--- src/rtl/wide_add_sequencer_pkg.sv ---
// Shared types and defaults for the word-serial wide adder.
// Holds the sequencer state encoding and the counter-width helper.
package wide_add_pkg;

    typedef enum logic [1:0] {
        IDLE = 2'd0,
        RUN  = 2'd1,
        DONE = 2'd2
    } state_t;

    localparam int WA_W     = 32;
    localparam int WA_WORDS = 4;

    // A single-word build still needs a 1-bit counter.
    function automatic int cnt_width(input int n);
        return (n <= 1) ? 1 : $clog2(n);
    endfunction

endpackage

--- src/rtl/wide_add_sequencer_rca.sv ---
// N-bit ripple-carry adder shared by the wide-add sequencer.
// Overflow is the carry into the MSB XOR the carry out of it.
module ripple_carry_adder #(
    parameter int N = 8
) (
    input  logic [N-1:0] a,
    input  logic [N-1:0] b,
    input  logic         cin,
    output logic [N-1:0] sum,
    output logic         cout,
    output logic         overflow
);

    logic [N:0] carry;

    assign carry[0] = cin;

    generate
        for (genvar gi = 0; gi < N; gi++) begin : g_bit
            assign sum[gi]      = a[gi] ^ b[gi] ^ carry[gi];
            assign carry[gi+1]  = (a[gi] & b[gi]) | (carry[gi] & (a[gi] ^ b[gi]));
        end
    endgenerate

    assign cout     = carry[N];
    assign overflow = carry[N] ^ carry[N-1];

endmodule

--- src/rtl/wide_add_sequencer.sv ---
// WORDS*W-bit signed add/subtract run one W-bit word per cycle through a shared adder.
// Optional macro ZERO_FLAG_EN adds the out_zero result flag.
module wide_add_sequencer
    import wide_add_pkg::*;
#(
    parameter int W     = WA_W,
    parameter int WORDS = WA_WORDS
) (
    input  logic                 clk,
    input  logic                 rst,
    input  logic                 in_valid,
    output logic                 in_ready,
    input  logic [W*WORDS-1:0]   in_a,
    input  logic [W*WORDS-1:0]   in_b,
    input  logic                 in_sub,
    input  logic                 in_cin,
    output logic                 out_valid,
    input  logic                 out_ready,
    output logic [W*WORDS-1:0]   out_sum,
    output logic                 out_cout,
    output logic                 out_ovf
`ifdef ZERO_FLAG_EN
    ,
    output logic                 out_zero
`endif
);

    localparam int TW = W * WORDS;
    localparam int CW = cnt_width(WORDS);

    state_t          state_reg;
    logic            in_ready_reg;
    logic            out_valid_reg;
    logic [TW-1:0]   a_reg;
    logic [TW-1:0]   b_reg;
    logic            carry_reg;
    logic [CW-1:0]   cnt_reg;
    logic            cout_reg;
    logic            ovf_reg;

    logic [W-1:0]    a_words   [WORDS];
    logic [W-1:0]    b_words   [WORDS];
    logic [W-1:0]    sum_words [WORDS];

    logic [W-1:0]    add_sum;
    logic            add_cout;
    logic            add_ovf;
    logic            last_word;

    generate
        for (genvar gi = 0; gi < WORDS; gi++) begin : g_word
            assign a_words[gi]            = a_reg[gi*W +: W];
            assign b_words[gi]            = b_reg[gi*W +: W];
            assign out_sum[gi*W +: W]     = sum_words[gi];

            // Each result word is captured in the RUN cycle that processes it.
            always_ff @(posedge clk or posedge rst) begin
                if (rst) begin
                    sum_words[gi] <= '0;
                end else if (state_reg == RUN && cnt_reg == CW'(gi)) begin
                    sum_words[gi] <= add_sum;
                end
            end
        end
    endgenerate

    ripple_carry_adder #(
        .N (W)
    ) u_adder (
        .a        (a_words[cnt_reg]),
        .b        (b_words[cnt_reg]),
        .cin      (carry_reg),
        .sum      (add_sum),
        .cout     (add_cout),
        .overflow (add_ovf)
    );

    assign last_word = (cnt_reg == CW'(WORDS - 1));

    always_ff @(posedge clk or posedge rst) begin
        if (rst) begin
            state_reg     <= IDLE;
            in_ready_reg  <= 1'b1;
            out_valid_reg <= 1'b0;
            a_reg         <= '0;
            b_reg         <= '0;
            carry_reg     <= 1'b0;
            cnt_reg       <= '0;
            cout_reg      <= 1'b0;
            ovf_reg       <= 1'b0;
        end else begin
            case (state_reg)
                IDLE: begin
                    if (in_valid) begin
                        // Subtract is A + ~B + 1, so the inversion happens once at accept.
                        a_reg        <= in_a;
                        b_reg        <= in_sub ? ~in_b : in_b;
                        carry_reg    <= in_sub ? 1'b1 : in_cin;
                        cnt_reg      <= '0;
                        in_ready_reg <= 1'b0;
                        state_reg    <= RUN;
                    end
                end
                RUN: begin
                    carry_reg <= add_cout;
                    cnt_reg   <= cnt_reg + 1'b1;
                    if (last_word) begin
                        cout_reg      <= add_cout;
                        ovf_reg       <= add_ovf;
                        out_valid_reg <= 1'b1;
                        state_reg     <= DONE;
                    end
                end
                DONE: begin
                    if (out_ready) begin
                        out_valid_reg <= 1'b0;
                        in_ready_reg  <= 1'b1;
                        state_reg     <= IDLE;
                    end
                end
                default: begin
                    state_reg <= IDLE;
                end
            endcase
        end
    end

`ifdef ZERO_FLAG_EN
    logic zero_reg;

    always_ff @(posedge clk or posedge rst) begin
        if (rst) begin
            zero_reg <= 1'b0;
        end else if (state_reg == IDLE && in_valid) begin
            zero_reg <= 1'b1;
        end else if (state_reg == RUN) begin
            zero_reg <= zero_reg & (add_sum == '0);
        end
    end

    assign out_zero = zero_reg;
`endif

    assign in_ready  = in_ready_reg;
    assign out_valid = out_valid_reg;
    assign out_cout  = cout_reg;
    assign out_ovf   = ovf_reg;

endmodule
--- config.mk ---
export PLATFORM = sky130hd
export DESIGN_NAME = wide_add_sequencer
export DESIGN_NICKNAME = d
export VERILOG_FILES = /design/src/rtl/wide_add_sequencer_pkg.sv /design/src/rtl/wide_add_sequencer_rca.sv /design/src/rtl/wide_add_sequencer.sv
export SDC_FILE = /design/constraint.sdc
export NUM_CORES = 1
export LEC_CHECK = 0
export ABC_AREA = 0
export CAP_MARGIN = 20
export CORE_ASPECT_RATIO = 0.8
export CORE_MARGIN = 4
export CORE_UTILIZATION = 29
export CTS_BUF_LIST = sky130_fd_sc_hd__clkbuf_8
export DETAILED_ROUTE_END_ITERATION = 10
export HOLD_SLACK_MARGIN = 0.05
export MAX_ROUTING_LAYER = met4
export SLEW_MARGIN = 20
export SYNTH_ARGS = -nofsm -noshare
export SYNTH_HDL_FRONTEND = slang
export SYNTH_SLANG_ARGS = --single-unit
export TNS_END_PERCENT = 30
--- constraint.sdc ---
create_clock -name clk -period 26 [get_ports clk]
set_input_delay 5.2 -clock clk [delete_from_list [all_inputs] [get_ports clk]]
set_output_delay 5.2 -clock clk [all_outputs]
set_load 0.02 [all_outputs]
---- After elaboration in Yosys (flattened, before gate mapping) ----
Index checks and enable logic that the tools add are counted.
word-level totals
  register bits after elaboration ......... 393
  bits in latches ......................... 0
  memory bits (writable) .................. 0
  ROM bits ................................ 0
  input bits .............................. 262
  memories kept ........................... 0
operators by class
  add/sub/neg operators ................... 1
  $mul .................................... 0
  divide/modulo/power cells ............... 0
  magnitude comparators ................... 1
  equal/unequal tests ..................... 8
  shifts and indexed selects .............. 0
  mux-type cells .......................... 22
  bitwise logic cells ..................... 163
  reductions and logical operators ........ 15
operator list
  cell                   number
  $bmux W32 S2           2
  $mux W128              1
  $mux W32               4
  $not A128 Y128         1
  $xor A1 B1 Y1          65
  $and A1 B1 Y1          64
  $or A1 B1 Y1           32
  $reduce_and A3 Y1      3
  $mux W2                4
  $eq A2 B2 Y1 const B   3
  $mux W1                6
  $ne A2 B2 Y1 const B   3
  $pmux W1 S2            3
  $pmux W2 S3            1
  $reduce_and A2 Y1      3
  $reduce_bool A2 Y1     3
  $eq A2 B1 Y1 const B   2
  $logic_and A1 B1 Y1    4
  $logic_not A2 Y1       2
  $pmux W2 S2            1
  $ge A3 B3 Y1 const B   1
  $not A2 Y3             1
  $add A2 B1 Y2 const B  1

---- Logic depth before layout (Yosys ltp) ----
  word-level depth ........................ 70
  gate-level depth with buffers ........... 41
  depth with buffers taken out ............ 38

---- Hierarchy ----
From an unflattened synthesis, not the netlist that was laid out.
second synthesis, totals
  cell total of the unflattened synthesis .. 1263
  area, all modules ....................... 17805.8 um^2
by module, submodules not included
  module              times used  cells an instance  area each (um^2)  sequential area each (um^2)
  wide_add_sequencer  1           1220               17118.9           9835.7
  ripple_carry_adder  1           43                 686.9             0.0

---- Worst setup path after synthesis ----
OpenSTA, ideal clock, no wires.
  kind .................................... register to register
  start point ............................. register cnt_reg[0]
  end point ............................... register sum_words (netlist bit out_sum[127])
  arrival ................................. 15.883 ns
  data required time ...................... 25.917 ns
  path slack .............................. 10.034 ns
  stages on the path, launching flop included .. 41
  buffers on the path ..................... 3
  clock period less this slack ............ 15.966 ns
  cell sequence ........................... dfrtp_1 clkbuf_1 buf_4 buf_4 mux4_2 fa_1 fa_1 fa_1 fa_1 fa_1 fa_1 fa_1 fa_1 fa_1 fa_1 fa_1 fa_1 fa_1 [... 5 more ...] inv_1 fa_1 fa_1 fa_1 fa_1 fa_1 fa_1 fa_1 fa_1 fa_1 fa_1 fa_1 fa_1 fa_1 fa_1 inv_1 fa_1 o21ai_0
between the ends
  longest elaborated chain between the ends .. 68
  elaborated cells between the ends (all ways) .. 135
  those cells by class .................... eq/ne: 1; mux: 6; bitwise: 127; reduce/logical: 1
ends and longest elaborated chain
  item                                              RTL line                                            RTL
  start: declaration                                wide_add_sequencer.sv:37                            logic [CW-1:0] cnt_reg;
  start signal: assignment                          wide_add_sequencer.sv:106                           cnt_reg <= cnt_reg + 1'b1;
  $not A2 Y3 (not written as such)                  wide_add_sequencer.sv:70, wide_add_sequencer.sv:71
  $bmux W32 S2, on equally long branches            wide_add_sequencer.sv:70, wide_add_sequencer.sv:71
  $mux W32, on equally long branches (2 in series)  wide_add_sequencer.sv:70, wide_add_sequencer.sv:71
  $xor A1 B1 Y1                                     wide_add_sequencer_rca.sv:21                        assign carry[gi+1] = (a[gi] & b[gi]) | (carry[gi] & (a[gi] ^ b[gi]));
  $and A1 B1 Y1                                     wide_add_sequencer_rca.sv:21
  $or A1 B1 Y1                                      wide_add_sequencer_rca.sv:21
  $and A1 B1 Y1                                     wide_add_sequencer_rca.sv:21
  $or A1 B1 Y1                                      wide_add_sequencer_rca.sv:21
  [... 51 more ...]                                 --
  $or A1 B1 Y1                                      wide_add_sequencer_rca.sv:21
  $and A1 B1 Y1                                     wide_add_sequencer_rca.sv:21
  $or A1 B1 Y1                                      wide_add_sequencer_rca.sv:21
  $and A1 B1 Y1                                     wide_add_sequencer_rca.sv:21
  $or A1 B1 Y1                                      wide_add_sequencer_rca.sv:21
  $and A1 B1 Y1                                     wide_add_sequencer_rca.sv:21
  $or A1 B1 Y1                                      wide_add_sequencer_rca.sv:21
  $xor A1 B1 Y1                                     wide_add_sequencer_rca.sv:20                        assign sum[gi] = a[gi] ^ b[gi] ^ carry[gi];
  end signal: indexed assignment                    wide_add_sequencer.sv:61                            sum_words[gi] <= add_sum;
  end: declaration                                  wide_add_sequencer.sv:43                            logic [W-1:0] sum_words [WORDS];
Parallel ways exist; a longest one is shown, timed or not. The select of a mux whose other input is x is not followed.
A chain may end at the register's enable or synchronous reset.

---- Final worst setup path ----
  start point ............................. register cnt_reg[0]
  end point ............................... register sum_words (netlist bit out_sum[31])
The elaborated chain is that of the path after synthesis.

==> qor.yml <==
outcome:
  status: "completed"
routing:
  drt-total-wl_microns: 49000
  post_drt_wl_per_cell_microns: 19.3
  drc: 0
  postRouteAntennaNets: 0
  drt_iter0_markers: 674
  viasPerCell: 4.50
  drt_pass1_iterations: 4
  num_vias: 11400
worst_setup_path:
  crit_fanout: 28
  crit_slowest_cell: "dfrtp_4"
  critPathKind: "flip-flop to flip-flop"
  cp_common_cell: "fa_1"
  r2r_end: "out_sum[31]"
  r2r_slack_ns: 8.75
  startpoint_type: "flip-flop"
  reg2reg_depth: 38
  crit_required_ns: 26.53
  max_stage_delay_ns: 0.61
  r2r-start: "cnt_reg[0]"
  worstSetupEndpointType: "flip-flop"
  crit_arrival_ns: 17.78
min_path:
  hold_depth: 2
  hold_start: "out_sum[112]"
  holdPathEnd: "out_sum[112]"
  holdCritPathClass: "flip-flop to flip-flop"
global_route:
  track_usage_pct: 15.3
  grt_pass1_vias: 12600
  grt_max_degree: 197
  grt_overflow: 0
  antenna_found_initial: 5
  grt_pass1_wl_microns: 75500
floorplan:
  num_rows: 80
  chipWidth_microns: 285
  die-area_sq_mm: 0.0654
  core_region_area_sq_mm: 0.0602
  start_util_pct: 29.6
  die_h_microns: 229
  io_pins: 394
yosys:
  ys.flop_type: "dfrtp_1"
  synthMuxAreaShare_pct: 23.8
  synth_nets: 1566
  netlist_area_sq_mm: 0.0178
  synth_xor_area_share_pct: 6.35
  synth_edf_count: 0
  yosys.area_share.simple_pct: 3.35
  synth_cells: 1268
  async_flop_share_pct: 100
  synth_compound_area_share_pct: 4.32
  synth_cell_types: 28
  ys_seq_elements: 393
  synth_fa_ha_area_share_pct: 3.88
  avgSynthCellArea_sq_um: 14.0
  synth_top_family_by_area: "multiplexers"
  ys.warnings.count: 0
  yosysSeqAreaShare_pct: 55.3
clocking:
  cts_tree: "done"
  post_cts_buffers: 0
  cts_buffers: 71
  clkSinkCount: 393
  holdBufCountCts: 0
  cts_buffer_depth: 3
  root_buffer: "clkbuf_8"
  cts.htree.levels: 3
  cts_resized: 0
  clock_latency_ns: 0.63
  clkTransAtPathRegs_ns: 0.06
timing:
  rsz0062_at_grt: "no"
  tns_ns: 0
  fin_skew_ns: 0.0371
  relSlewSlack_pct: 34.4
  slew_viol_final: 0
  fin_crit_ns: 17.25
  finalSetupViolations: 0
  setup_ws_ns: 8.75
  hold_violations: 0
  worst_slew_pin_slew_ns: 0.984
  fmax_mhz: 58.0
  timing.final.crit_share_pct: 66.3
final_layout:
  drive_gt1_share_pct: 25.6
  fin_nets: 1959
  area_growth_pct: 34.4
place:
  place_congestion: 0.763
  place.port_buffers: 393
  place_ws_ns: 8.57
  hpwlAfterDp_microns: 33400
pwr:
  peakVddDrop_uv: 92.3
  p_leak_nw: 9.40
  power_density_mw_per_mm2: 147
job:
  drv_cap: 0
[power breakdown]
| group | internal [mW] | switching, mW | leakage (nW) | total (mW) |
|---|---|---|---|---|
| logic | 0.909 | 0.869 | 4.06 | 1.78 |
| clock network | 0.351 | 0.263 | 0.809 | 0.614 |
| registers | 0.933 | 0.178 | 4.53 | 1.11 |
| total | 2.19 | 1.31 | 9.40 | 3.50 |
[cell usage in the layout, fill, tap and decap left out]
cell type and n:
a21oi_1 132, mux2_2 247, mux2_1 1, nand2_1 11, clkbuf_8 87, nand3b_2 3
inv_6 2, o21ai_0 12, fa_1 32, a22o_1 1, clkdlybuf4s50_1 392, nor3b_4 1
o21bai_1 1, buf_6 2, inv_8 1, dfrtp_4 2, dfstp_2 1, buf_4 11
diode_2 5, mux4_2 64, o31ai_1 2, ha_1 4, nand2b_1 2, nand3b_1 1
o22ai_1 1, clkinvlp_4 3, nor2_1 130, a32o_1 1, xnor2_1 128, inv_1 27
xor2_1 1, clkinv_2 6, dfrtp_1 390, bufinv_16 5, buf_12 2
[stage by stage]
| stage | hold slack [ns] | power [mW] | utilization, % | std cells | cell area [sq um] |
|---|---|---|---|---|---|
| CTS | 0.498 | 3.57 | 39.7 | 2526 | 23900 |
| global route | 0.519 | 3.77 | 39.7 | 2531 | 23900 |
| finish | 0.490 | 3.50 | 39.7 | 2531 | 23900 |
| global placement | 0.470 | 2.87 | 37.3 | 2408 | 22400 |
| floorplan | 0.475 | 2.28 | - | 1268 | 17800 |
| detailed placement | 0.479 | 2.93 | 37.3 | 2408 | 22400 |
[worst max-delay path: cells and delay by family, from the launching register on]
family,cells,cell delay (ns)
buf+inv,4,0.81
compound gates,1,0.21
mux,1,0.60
fa+ha+maj,32,14.91
flops,1,0.61
[how the worst max path moves through the flow]
stage,to,depth (start not counted),from,slack (ns)
after floorplan,a_reg[0],1,rst,9.88
after global placement,out_sum[95],38,cnt_reg[0],8.58
after detailed placement,out_sum[95],38,cnt_reg[0],8.57
after CTS,out_sum[31],38,cnt_reg[0],8.50
after global routing,out_sum[95],38,cnt_reg[0],7.98
final,out_sum[31],38,cnt_reg[0],8.75
[synth_stat cells (2+ instances only)]
master	count	area (sq um)
dfrtp_1	392	9810
mux2_2	247	2780
a21oi_1	132	661
nor2_1	130	488
xnor2_1	128	1120
mux4_2	64	1440
buf_2	59	295
fa_1	32	641
buf_4	19	143
inv_1	13	48.8
o21ai_0	12	60.1
nand2_1	11	41.3
clkbuf_1	5	18.8
ha_1	4	50.1
buf_1	3	11.3
nand3b_2	3	33.8
nand2b_1	2	12.5
o31ai_1	2	15.0
[area by class of cell]
class | instances | area (sq um)
Clock inverter | 31 | 277
Inverter | 13 | 56.3
Clock buffer | 87 | 1200
Sequential cell | 393 | 9840
Multi-Input combinational cell | 775 | 7420
Tap cell | 820 | 1030
Fill cell | 5675 | 36300
Timing Repair Buffer | 407 | 4070
Antenna cell | 5 | 12.5
[cell families after synthesis]
group | Yosys count
muxes | 312
buffers and inverters | 100
adders and majority gates | 36
DFF | 393
xor gates and xnor gates | 129
and+or+nand+nor | 148
AOI/OAI and AO/OA | 150
[routing by layer]
layer  up-vias  routed length (microns)  track usage [%]
met5         -                        0                -
met3        76                     3340             5.27
li1       5227                        -                -
met2       282                    22500             23.4
met1      5803                    22200             19.6
met4         0                      904             3.90
No activity file was read; power rests on OpenSTA's default activity.
